[src/rtl/swc_rtu_rsp_buffer.sv]
// Per-port RTU response buffer: captures single-cycle RTU response strobes
// into a small FIFO and presents the oldest entry to the swcore until acked.
module swc_rtu_rsp_buffer #(
  parameter int unsigned g_num_ports  = 7,
  parameter int unsigned g_prio_width = 3,
  parameter int unsigned g_depth      = 4,
  parameter int unsigned g_cnt_width  = 16
) (
  input  logic                       clk_i,
  input  logic                       rst_n_i,
  input  logic                       rtu_valid_i,
  input  logic [g_num_ports-1:0]     rtu_dst_port_mask_i,
  input  logic                       rtu_drop_i,
  input  logic [g_prio_width-1:0]    rtu_prio_i,
  output logic                       rtu_full_o,
  output logic                       swc_rsp_valid_o,
  input  logic                       swc_rsp_ack_i,
  output logic [g_num_ports-1:0]     swc_dst_port_mask_o,
  output logic                       swc_drop_o,
  output logic [g_prio_width-1:0]    swc_prio_o,
  output logic [$clog2(g_depth):0]   level_o,
  output logic [g_cnt_width-1:0]     ovf_cnt_o
);

  localparam int unsigned c_aw = $clog2(g_depth);
  localparam int unsigned c_lw = c_aw + 1;
  localparam int unsigned c_ew = g_num_ports + 1 + g_prio_width;
  localparam logic [c_lw-1:0] c_full = c_lw'(g_depth);

  logic [c_ew-1:0]        mem [g_depth];
  logic [c_aw-1:0]        wr_ptr;
  logic [c_aw-1:0]        rd_ptr;
  logic [c_aw-1:0]        rd_ptr_nxt;
  logic [c_lw-1:0]        count;
  logic [c_lw-1:0]        count_nxt;
  logic [c_lw-1:0]        count_after_pop;
  logic [g_cnt_width-1:0] ovf_cnt;
  logic                   wr_en;
  logic                   pop;
  logic                   ovf;
  logic                   valid_q;
  logic                   full_q;
  logic [c_ew-1:0]        wr_data;
  logic [c_ew-1:0]        head_nxt;
  logic [c_ew-1:0]        head_q;

  // Write/pop decisions and next-state occupancy, head entry and pointers
  always_comb begin
    wr_data         = {rtu_dst_port_mask_i, rtu_drop_i, rtu_prio_i};
    wr_en           = rtu_valid_i && (count != c_full);
    ovf             = rtu_valid_i && (count == c_full);
    pop             = swc_rsp_ack_i && valid_q;
    rd_ptr_nxt      = rd_ptr + c_aw'(pop);
    count_after_pop = count - c_lw'(pop);
    count_nxt       = count_after_pop + c_lw'(wr_en);
    head_nxt        = '0;
    if (count_nxt != '0) begin
      // An empty-after-pop buffer that still has an entry holds only the new write
      if (count_after_pop == '0) begin
        head_nxt = wr_data;
      end else begin
        head_nxt = mem[rd_ptr_nxt];
      end
    end
  end

  // Entry storage; no reset needed since only count-qualified entries are read
  always_ff @(posedge clk_i) begin
    if (wr_en) begin
      mem[wr_ptr] <= wr_data;
    end
  end

  // Pointers, occupancy, registered head presentation and overflow counter
  always_ff @(posedge clk_i) begin
    if (!rst_n_i) begin
      wr_ptr  <= '0;
      rd_ptr  <= '0;
      count   <= '0;
      valid_q <= 1'b0;
      full_q  <= 1'b0;
      head_q  <= '0;
      ovf_cnt <= '0;
    end else begin
      if (wr_en) begin
        wr_ptr <= wr_ptr + c_aw'(1);
      end
      rd_ptr  <= rd_ptr_nxt;
      count   <= count_nxt;
      valid_q <= (count_nxt != '0);
      full_q  <= (count_nxt == c_full);
      head_q  <= head_nxt;
      if (ovf && (ovf_cnt != '1)) begin
        ovf_cnt <= ovf_cnt + g_cnt_width'(1);
      end
    end
  end

  assign rtu_full_o          = full_q;
  assign swc_rsp_valid_o     = valid_q;
  assign swc_dst_port_mask_o = head_q[c_ew-1 -: g_num_ports];
  assign swc_drop_o          = head_q[g_prio_width];
  assign swc_prio_o          = head_q[g_prio_width-1:0];
  assign level_o             = count;
  assign ovf_cnt_o           = ovf_cnt;

endmodule
[config.mk]
export PLATFORM = sky130hd
export DESIGN_NAME = swc_rtu_rsp_buffer
export DESIGN_NICKNAME = d
export VERILOG_FILES = /design/src/rtl/swc_rtu_rsp_buffer.sv
export SDC_FILE = /design/constraint.sdc
export NUM_CORES = 1
export LEC_CHECK = 0
export ABC_AREA = 1
export ABC_CLOCK_PERIOD_IN_PS = 2610
export CAP_MARGIN = 30
export CORE_ASPECT_RATIO = 0.7
export CORE_MARGIN = 4
export CORE_UTILIZATION = 40
export DETAILED_ROUTE_END_ITERATION = 10
export PLACE_DENSITY_LB_ADDON = 0.08
export SLEW_MARGIN = 30
export SYNTH_ARGS = -nofsm -noshare
export SYNTH_HDL_FRONTEND = slang
export SYNTH_SLANG_ARGS = --single-unit
[constraint.sdc]
create_clock -name clk_i -period 2.61 [get_ports clk_i]
set_input_delay 0.522 -clock clk_i [delete_from_list [all_inputs] [get_ports clk_i]]
set_output_delay 0.522 -clock clk_i [all_outputs]
set_load 0.01 [all_outputs]
# Word-level counts from Yosys, hierarchy flattened
# Memory sizes are Yosys's and may differ from the RTL's.
# Index checks and enable logic that the tools add are counted.
dict set report word_totals {
  ff_bits 36
  mem_bits_rw 44
  inputBits 15
  word_cells 27
  memories 1
}
# memory depth word_bits rd rd_clocked_by_memory_dff write_ports line
set memory_table {}
lappend memory_table {mem 4 11 1 0 1 30} ;# logic [c_ew-1:0] mem [g_depth];
dict set report classes {
  n_addsub 5
  eq_ne 4
  muxes 3
  reduce_logical 7
}
# op n
set op_table {}
lappend op_table {{adder 16 x 1 -> 16 bit (second input constant)} 1}
lappend op_table {{inequality test 16 bit (second input constant)} 1}
lappend op_table {{2-to-1 mux 11 bit} 1}
lappend op_table {{== test 3 bit (second input constant)} 2}
lappend op_table {{logical AND 1 bit} 4}
lappend op_table {{adder 3 x 1 -> 3 bit} 1}
lappend op_table {{logical NOT 3 bit} 1}
lappend op_table {{inequality test 3 bit (second input constant)} 1}
lappend op_table {{nonzero test 3 bit} 1}
lappend op_table {{subtractor 3 x 1 -> 3 bit} 1}
lappend op_table {{adder 2 x 1 -> 2 bit} 1}
lappend op_table {{adder 2 x 1 -> 2 bit (second input constant)} 1}
lappend op_table {{2-to-1 mux 1 bit} 2}
lappend op_table {{AND reduction 2 bit} 1}

# Longest topological paths before layout
# Gate-level depths: netlist (run 1).
dict set report depth {
  word_depth 5
  ltp_mapped 12
  ltp_nobuf 11
}

# Least setup slack after synthesis (run 1)
# Ideal clock, no wire load.
dict set report synth_timing {
  kind {input-to-reg}
  start {in swc_rsp_ack_i}
  end {reg head_q[10]}
  arrival_ns 1.864
  required_time_ns 2.488
  path_slack_ns 0.624
  path_stages 11
  cell_sequence {nand2_1 inv_1 ha_1 ha_1 inv_1 ha_1 xor2_1 nand2_1 nand2_1 buf_2 a21oi_1}
}
dict set report synth_via {
  elab_chain_len 5
  word_cells_on_any_way 9
  cone_classes {add/sub (3); mux (1); reduce/logical (4); memory (1)}
}
# item line
set synth_rtl {}
lappend synth_rtl {{start: declaration} 17} ;# input logic swc_rsp_ack_i,
lappend synth_rtl {{logical AND 1 bit (*)} 52} ;# pop = swc_rsp_ack_i && valid_q;
lappend synth_rtl {{subtractor 3 x 1 -> 3 bit} 54} ;# count_after_pop = count - c_lw'(pop);
lappend synth_rtl {{adder 3 x 1 -> 3 bit} 55} ;# count_nxt = count_after_pop + c_lw'(wr_en);
lappend synth_rtl {{nonzero test 3 bit} 57} ;# if (count_nxt != '0) begin
lappend synth_rtl {{AND reduction 2 bit (no source line)} n/a}
lappend synth_rtl {{end signal: assignment} 92} ;# head_q <= head_nxt;
lappend synth_rtl {{end: declaration} 45} ;# logic [c_ew-1:0] head_q;
# Every way passes the cells marked *; elsewhere a longest branch is shown, timed or not.
# A chain may end at the register's enable or synchronous reset.

# Worst setup path after layout (run 1)
dict set report layout_timing {
  start {in swc_rsp_ack_i}
  end {reg head_q[5]}
}
# Same word-level chain as after synthesis.

==> results of run 1 <==
==> through the flow <==
step / cells / instance area [sq um] / total power [uW] / setup slack, ps
2_1_floorplan: 375 / 3470 / 2460 / 624
3_3_place_gp: 541 / 4140 / 3030 / 140
3_5_place_dp: 541 / 4140 / 3050 / 120
4_1_cts: 557 / 4430 / 4290 / 428
5_1_grt: 557 / 4430 / 4520 / 313
6_report: 557 / 4430 / 4240 / 426
==> cells in the mapped netlist, drive strengths merged <==
master	instances
a21oi	22
dfxtp	36
edfxtp	44
nand2	121
nor3	2
inv	32
nand4	2
o21ai	2
clkbuf	3
nor2	50
xor2	1
o211ai	11
buf	9
xnor2	1
nor4	1
ha	10
nand3b	2
nand3	26
==> report_power, final <==
| part | total [uW] | switching, uW | internal (uW) |
|---|---|---|---|
| Combinational | 1440 | 843 | 596 |
| Sequential | 1580 | 64.8 | 1520 |
| Clock | 1220 | 477 | 741 |
==> per-layer routing <==
metal | vias up | wire, microns
met5 | - | 0
met4 | 0 | 60
met3 | 6 | 468
met2 | 65 | 2930
met1 | 1183 | 3960
li1 | 1346 | -
==> sequential cells by signal, indices dropped and copies added (netlist names) <==
register	cells
mem	44
ovf_cnt_o	16
head_q	11
level_o	3
rd_ptr	2
wr_ptr	2
rtu_full_o	1
swc_rsp_valid_o	1
==> logic make-up (layout without fill, tap and decap cells) <==
kind of cell	Yosys count	after routing	synth area share, %
xor+xnor	2	2	0.505
buf+inv	44	106	5.45
simple gates	204	204	25.7
fa+ha+maj	10	10	3.61
compound gates	35	35	5.84
flops	80	80	58.9
==> worst paths after layout <==
check                                            endpoint  slack [ps]  cells after the start
worst max register to register       head_q[5]$_SDFF_PN0_         710                     10
worst max-delay path                 head_q[5]$_SDFF_PN0_         430                     12
worst min register to register  ovf_cnt_o[1]$_SDFFE_PN0P_         530                      2
worst min-delay path            ovf_cnt_o[1]$_SDFFE_PN0P_         530                      2
==> worst register-to-register path, delay by kind of cell (launching register included) <==
kind                     cells  cell delay [ps]
AND/OR/NAND/NOR              2              200
adder cells (fa/ha/maj)      3              670
buffers and inverters        3              250
AO/OA/AOI/OAI                1               60
flip-flops                   1              350
XOR/XNOR                     1              260
==> area by class of cell <==
type,count,area share [%]
Clock buffer,11,5.25
Clock inverter,5,1.30
Inverter,32,2.71
Multi-Input combinational cell,251,28.0
Sequential cell,80,46.1
Tap cell,120,3.39
Timing Repair Buffer,58,13.3
==> results by group, run 1 <==
Run status
  – Outcome: complete, no violations

Final layout
  – Share of cells above drive strength 1: 8.92%
  – Nets@finish: 457
  – Most common cell after layout, fill and taps aside: nand2_1
  – Area grow syn2layout: 27.7%
  – # diodes: 0
  – Final Core Density: 52.5%
  – Storage element area: 2040 sq um
  – Most frequent cells in the layout: 117 x nand2_1, 46 x clkdlybuf4s50_1, 44 x edfxtp_1, 43 x nor2_1, 36 x dfxtp_1
  – Area of the multi-input gates: 1240 sq um
  – Fillers: 795

GRT
  – Most used routing layer: met1
  – GRT overflow: 0
  – Routing usage on met3: around 4.9%
  – First-pass GRT wire length: roughly 12000 microns
  – Largest net degree at the start of global routing: 24
  – Global Route Usage Sum: approximately 15%
  – Number of global-route vias before repair: roughly 2300
  – Initial antenna violation count: 0
  – M1 GR Usage: a little under a quarter
  – Met2 Use GR: approximately a fifth

Floorplanning
  – Initial core utilization: 41.1%
  – I/O pin cnt: 47
  – Core box area: roughly 8400 sq um
  – Die ar.: 10300 sq um
  – Die Y: 85.9 microns
  – Width of the die: between 100 and 150 microns
  – Num rows: 28

Timing
  – Fin crit share: 83.7%
  – Setup TNS: 0 ps
  – Worst Skew: 6.61 ps
  – Crit path time final: 2180 ps
  – Rel. slew slack: approximately 72%
  – Hold WS: between 500 and 600 ps
  – Fmax: 458 MHz
  – Worst Tran Pin Value: 420 ps
  – Final Hold Fails: 0
  – Final setup fails: 0
  – Slew Limit Fails: 0
  – RSZ-0062 raised after global routing: false

Worst hold path
  – Worst hold start: ovf_cnt_o[1]$_SDFFE_PN0P_
  – Hold WC Path Type: reg -> reg

Clock network
  – Total clock sinks: 80
  – Clock transition at path regs: 60 ps
  – Num CTS Buffers: 9
  – Clk_lat worst skew: 330 ps
  – TritonCTS clock tree: built
  – Post-cts resize count: 0
  – CTS Hold Buffers Added: 0
  – Root Buffer Master: clkbuf_16
  – CTS Buffer Depth: 2
  – Post-CTS Setup Repair Bufs: 0
  – H-tree depth: 3

Critical path
  – WS Path Type: in -> reg
  – Worst setup path start: swc_rsp_ack_i
  – Crit-path leading delay family: adder cells
  – Buf/Inv on CP: 4
  – CP endpoint kind: register
  – CP Data Arrival Time: 2390 ps
  – FF-to-FF Start: level_o[0]$_SDFF_PN0_
  – Largest stage delay, worst path: 400 ps
  – Crit-path cells: clkdlybuf4s50_1 -> nand2_1 -> inv_1 -> ha_1 -> ha_1 -> inv_1 -> ha_1 -> xor2_1 -> nand2_1 -> nand2_1 -> buf_12 -> a21oi_1
  – Cell at the slowest stage of the critical path: clkdlybuf4s50_1
  – Startpoint Class: input port
  – Critical path required time: roughly 2800 ps
  – Max FO, Critical Path: 12

Placed design
  – DP HPWL: approximately 5000 microns
  – Port Buffers: 46
  – Gpl congestion: 0.715

Detailed routing
  – Residual DRC: 0
  – Wire per inst: 13.3 microns
  – DR pass1 iterations: 4
  – Starting DRT DRC Count: 114
  – Routed vias: 2600
  – Post-Route WL: 7410 microns
  – Post-route ant nets: 0
  – Vias/cell: 4.67

Synthesis
  – Synthesized area: 3470 sq um
  – Largest cells by area after synthesis: edfxtp_1 38%, dfxtp_1 21%, nand2_1 13%
  – Ys Warns: 0
  – Register area share after synthesis: roughly three fifths
  – Register bit total from synthesis: 80
  – Unique masters post-synth: 24
  – Yosys top cell area share: 38.1%
  – Leading area contributor after synthesis: edfxtp_1
  – Synthesized area per cell: 9.25 sq um
  – Mapped Nets: 400
  – Syn Inst Count: 375

Power
  – VDD IR max: 0.000451 V
  – Power per cell area: approximately 960 nW/um^2
  – Leak Pwr: 0.00175 uW

Flow run
  – Max-cap viol count: 0
No activity file was read; power rests on OpenSTA's default activity.
==> run 2: changes to the inputs <==
- ABC_CLOCK_PERIOD_IN_PS: 2610 -> 2150
- clock period: 2.61 -> 2.15 ns (I/O delays scaled with it)
==> run 2 against run 1 <==
Compared with the run above:
- global-route usage is 0.72 points higher
- sequential power is 22% higher
- first-iteration DRC count rose by 55%
- final cell count increased by 1.3%
- clock power is 37% higher
- combinational power rose by 45%
- core utilization increased by 2.0 points
- worst setup slack worse by 330 ps
- critical path depth is the same
- critical endpoint unchanged
- largest cell class unchanged
==> results by group, run 2 (synthesis gave the netlist of run 1 again) <==
Critical path
  – CP Data Arrival Time: around 2300 ps
  – Largest stage delay, worst path: about 400 ps
  – CP endpoint kind: register
  – WS Path Type: in -> reg
  – Crit-path cells: clkdlybuf4s50_1 -> nand2_1 -> inv_2 -> ha_1 -> ha_1 -> inv_1 -> ha_2 -> xor2_2 -> nand2_1 -> nand2_4 -> clkbuf_16 -> a21oi_1
  – Startpoint Class: input port
  – Cell at the slowest stage of the critical path: clkdlybuf4s50_1
  – Max FO, Critical Path: 6
  – Critical path required time: 2420 ps

Final layout
  – Most flops, register: mem
  – Area grow syn2layout: 32.5%
  – Most common cell after layout, fill and taps aside: nand2_1
  – Share of cells above drive strength 1: between 10% and 20%
  – Most frequent cells in the layout: 116 x nand2_1, 46 x clkdlybuf4s50_1, 44 x edfxtp_1, 43 x nor2_1, 36 x dfxtp_1
  – # diodes: 0
  – Max reg flops: 44
  – Post-Layout Cell Count: 564
  – Nets@finish: 464

Floorplanning
  – Die ar.: 10300 sq um
  – Width of the die: 119 microns
  – Initial core utilization: between 40% and 50%
  – Core box area: between 8000 and 9000 sq um
  – Die Y: around 86 microns
  – Num rows: 28
  – I/O pin cnt: 47

GRT
  – GRT overflow: 0
  – Initial antenna violation count: 0
  – First-pass GRT wire length: 12400 microns
  – Largest net degree at the start of global routing: 24
  – Number of global-route vias before repair: 2495
  – Global Route Usage Sum: 15.9%

Placed design
  – DP HPWL: 4980 microns
  – Gpl congestion: 0.736
  – Port Buffers: 46
  – Cell Count Post-Placement: 547

Detailed routing
  – Post-Route WL: 7670 microns
  – Vias/cell: approximately 4.6
  – Wire per inst: 13.6 microns
  – Residual DRC: 0
  – Routed vias: 2619
  – Post-route ant nets: 0
  – Starting DRT DRC Count: 177
  – DR pass1 iterations: 4

Timing
  – Fmax: 487 MHz
  – Crit path time final: 2050 ps
  – Fin crit share: 95.5%
  – Final Hold Fails: 0
  – Rel. slew slack: between 60% and 70%
  – Final setup fails: 0
  – Hold WS: ~540 ps
  – Slew Limit Fails: 0
  – Worst Tran Pin Value: 469 ps
  – Worst Skew: 7.30 ps

Flow run
  – Max-cap viol count: 0

Clock network
  – Post-CTS Setup Repair Bufs: 0
  – CTS Buffer Depth: 2
  – H-tree depth: 3
  – Clock transition at path regs: 60 ps
  – Clk_lat worst skew: 330 ps
  – Root Buffer Master: clkbuf_16
  – TritonCTS clock tree: built
  – Total clock sinks: 80
  – CTS Hold Buffers Added: 0
  – Num CTS Buffers: 9
  – Post-cts resize count: 0

Power
  – Leak Pwr: 0.00182 uW
  – Power per cell area: between 1000 and 1500 nW/um^2
  – VDD IR max: 0.000562 V

Worst hold path
  – Hold WC Path Type: reg -> reg

Run status
  – Outcome: complete, no violations
==> run 2: changes by cell type in the layout (fill, tap and decap cells not counted), moves of 2 or more <==
cell      delta
buf_4        +3
buf_12       +3
clkbuf_8     +2
clkinv_2     -2
==> run 2: path summary, 6_finish.rpt <==
check | from | endpoint | slack (ps) | cells after the start
worst max-delay path | swc_rsp_ack_i | head_q[5]$_SDFF_PN0_ | 100 | 12
worst max register to register | level_o[1]$_SDFF_PN0_ | head_q[5]$_SDFF_PN0_ | 280 | 11
worst min register to register | ovf_cnt_o[1]$_SDFFE_PN0P_ | ovf_cnt_o[1]$_SDFFE_PN0P_ | 540 | 2
worst min-delay path | ovf_cnt_o[1]$_SDFFE_PN0P_ | ovf_cnt_o[1]$_SDFFE_PN0P_ | 540 | 2
==> run 2: power breakdown <==
| part | total, uW | internal (uW) | switching, uW |
|---|---|---|---|
| registers | 1920 | 1840 | 78.9 |
| logic | 2090 | 992 | 1090 |
| clock network | 1670 | 1080 | 584 |
| total | 5670 | 3920 | 1760 |
==> run 2: cell type report <==
type,count,area [sq um]
repair buffers,65,696
fillers,764,3850
well taps,120,150
multi-input cells,251,1260
inverters,32,120
clock buffers,12,256
clock inverters,4,76.3
flip-flops and latches,80,2040
==> run 2: critical path: cells and delay by family <==
kind	cells	cell delay, ps
fa+ha+maj	3	650
buf+inv	4	670
xor+xnor	1	180
compound gates	1	110
simple gates	3	280
==> run 2: metrics by stage <==
stage | power, uW | util, % | area, sq um | setup slack, ps | TNS (ps)
2_1_floorplan | 2980 | - | 3470 | 256 | 0
3_3_place_gp | 3910 | 50.0 | 4220 | -165 | -2000
3_5_place_dp | 3940 | 50.0 | 4220 | -199 | -2340
4_1_cts | 5630 | 53.9 | 4550 | 130 | 0
5_1_grt | 6070 | 54.4 | 4600 | -20.9 | -41.9
6_report | 5670 | 54.4 | 4600 | 97.0 | 0
==> run 2: routing by layer <==
metal / share of wire [%] / GRT usage, %
met5: 0 / 0
met3: 4.2 / 5.21
met2: 42 / 22.7
met4: 1.1 / 6.65
met1: 53 / 22.2
==> run 3: changes to the inputs <==
- ABC_CLOCK_PERIOD_IN_PS: 2150 -> 1900
- clock period: 2.15 -> 1.9 ns (I/O delays scaled with it)
==> run 3 against run 2 <==
Compared with the run above:
- clock power hardly changed
- core utilization is 1.4 points higher
- sequential share of layout area is 1.0 points lower
- count of clock-buffer cells in the layout is 2 lower
- worst setup slack worse by 19 ps
- final cell count is 1.8% higher
- combinational power is 30% higher
- critical endpoint is now head_q[4]$_SDFF_PN0_
==> results by group, run 3 (synthesis gave the netlist of run 1 again) <==
Clock network
  – Root Buffer Master: clkbuf_16
  – Clock transition at path regs: 60 ps
  – Clk_lat worst skew: about 340 ps
  – CTS Buffer Depth: 2
  – Total clock sinks: 80
  – Num CTS Buffers: 9
  – H-tree depth: 3
  – TritonCTS clock tree: built

Timing
  – RSZ-0062 raised after global routing: false
  – Rel. slew slack: about two thirds
  – Slew Limit Fails: 0
  – Fin crit share: between 90% and 100%
  – Fmax: ~550 MHz
  – Final Hold Fails: 0
  – Worst Tran Pin Value: 512 ps
  – Worst Skew: between 7 and 8 ps
  – Crit path time final: 1820 ps
  – Final setup fails: 0
  – Setup ws final: 77.9 ps

Critical path
  – WS Path Type: reg -> reg
  – Critical path required time: between 2000 and 2500 ps
  – CP Data Arrival Time: 2090 ps
  – Max FO, Critical Path: 6
  – Startpoint Class: register
  – Worst-case reg-to-reg path depth: 12
  – CP endpoint kind: register

Power
  – Internal: approximately 4400 uW
  – Final total power: 6580 uW
  – Power per cell area: between 1000 and 1500 nW/um^2
  – Sw power: 2180 uW
  – Sequential power share: between 30% and 40%
  – Sw frac: 33.1%
  – Combinational group share of total power: 41.2%
  – Clock power frac: about a quarter
  – Leak Pwr: about 0.0018 uW
  – VDD IR max: between 0.0006 and 0.0007 V

GRT
  – Global Route Usage Sum: ~16%
  – GRT overflow: 0
  – Largest net degree at the start of global routing: 23
  – Number of global-route vias before repair: 2578
  – First-pass GRT wire length: 13000 microns
  – Met2 Use GR: between 20 and 25%
  – Initial antenna violation count: 0
  – Routing usage on met3: 5.08%
  – M1 GR Usage: 24.3%
  – Most used routing layer: met1

Final layout
  – Most frequent cells in the layout: 114 x nand2_1, 45 x clkdlybuf4s50_1, 44 x edfxtp_1, 42 x nor2_1, 34 x dfxtp_1
  – Most common cell after layout, fill and taps aside: nand2_1
  – Nets@finish: between 400 and 500
  – Post-Layout Cell Count: 574
  – Share of cells above drive strength 1: 17.6%
  – Final Core Density: between 50% and 60%
  – Most flops, register: mem
  – Max reg flops: 44
  – Final Instance Area: 4710 sq um
  – # diodes: 0
  – Area grow syn2layout: 35.8%

Detailed routing
  – DR pass1 iterations: 4
  – Post-Route WL: 7910 microns
  – Starting DRT DRC Count: 171
  – Residual DRC: 0
  – Post-route ant nets: 0
  – Wire per inst: 13.8 microns
  – Routed vias: 2688
  – Vias/cell: 4.68

Floorplanning
  – Num rows: 28
  – Initial core utilization: 41.1%
  – I/O pin cnt: 47
  – Die Y: 85.9 microns
  – Die ar.: a little over 10000 sq um
  – Core box area: about 8400 sq um
  – Width of the die: 119 microns

Placed design
  – Dpl cell area: 4260 sq um
  – DP HPWL: 5280 microns
  – Gpl congestion: between 0.7 and 0.8
  – Cell Count Post-Placement: 555
  – Setup WS pre-CTS: -385 ps
  – Port Buffers: 46

Worst hold path
  – Hold WC Path Type: reg -> reg
  – Hold path depth: 2

Run status
  – Outcome: complete, no violations

Flow run
  – Max-cap viol count: 0
[run 3: cell type report]
type | count | area (sq um)
Timing Repair Buffer | 75 | 763
Clock buffer | 10 | 229
Multi-Input combinational cell | 251 | 1350
Clock inverter | 6 | 60.1
Inverter | 32 | 120
Tap cell | 120 | 150
Fill cell | 782 | 3730
Sequential cell | 80 | 2040
[run 3: metal layers]
metal | vias to the layer above | share of wire, %
met3 | 12 | 6.6
met2 | 68 | 41
li1 | 1375 | -
met5 | - | 0
met4 | 0 | 1.4
met1 | 1233 | 51
[run 3: worst paths after layout]
kind                                    from  slack (ps)                        end
setup / recovery  swc_rsp_valid_o$_SDFF_PN0_          80       head_q[4]$_SDFF_PN0_
hold / removal     ovf_cnt_o[1]$_SDFFE_PN0P_         530  ovf_cnt_o[1]$_SDFFE_PN0P_
setup reg to reg  swc_rsp_valid_o$_SDFF_PN0_          80       head_q[4]$_SDFF_PN0_
hold reg to reg    ovf_cnt_o[1]$_SDFFE_PN0P_         530  ovf_cnt_o[1]$_SDFFE_PN0P_
[run 3: through the flow]
| step | TNS (ps) | hold slack (ps) |
|---|---|---|
| after floorplan | 0 | 479 |
| after global placement | -5110 | 522 |
| after detailed placement | -5140 | 520 |
| after CTS | 0 | 530 |
| after global routing | 0 | 576 |
| final | 0 | 531 |
[run 3: power by group through the flow]
stage | Sequential (uW) | Clock (uW) | Combinational, uW
2_1_floorplan | 2260 | 0 | 1120
3_3_place_gp | 2210 | 0 | 2230
3_5_place_dp | 2210 | 0 | 2260
4_1_cts | 2180 | 1730 | 2680
5_1_grt | 2210 | 1800 | 2980
6_report | 2180 | 1690 | 2710
[run 3: what timing repair did]
action	4_1_cts	5_1_grt
pin swaps	6	2
setup buffers	2	0
hold endpoints to repair	0	0
gates cloned	1	0
hold buffers	0	0
gates resized for setup	24	6
endpoints found under the setup margin	12	12
[run 3: critical path: stages (launching register included)]
cell,delay [ps]
dfxtp_2,320
nand2_2,60
inv_2,50
ha_4,250
inv_1,40
ha_2,170
ha_4,160
xor2_2,140
nand2_1,80
nand2_2,80
buf_12,160
buf_16,130
a21oi_2,110
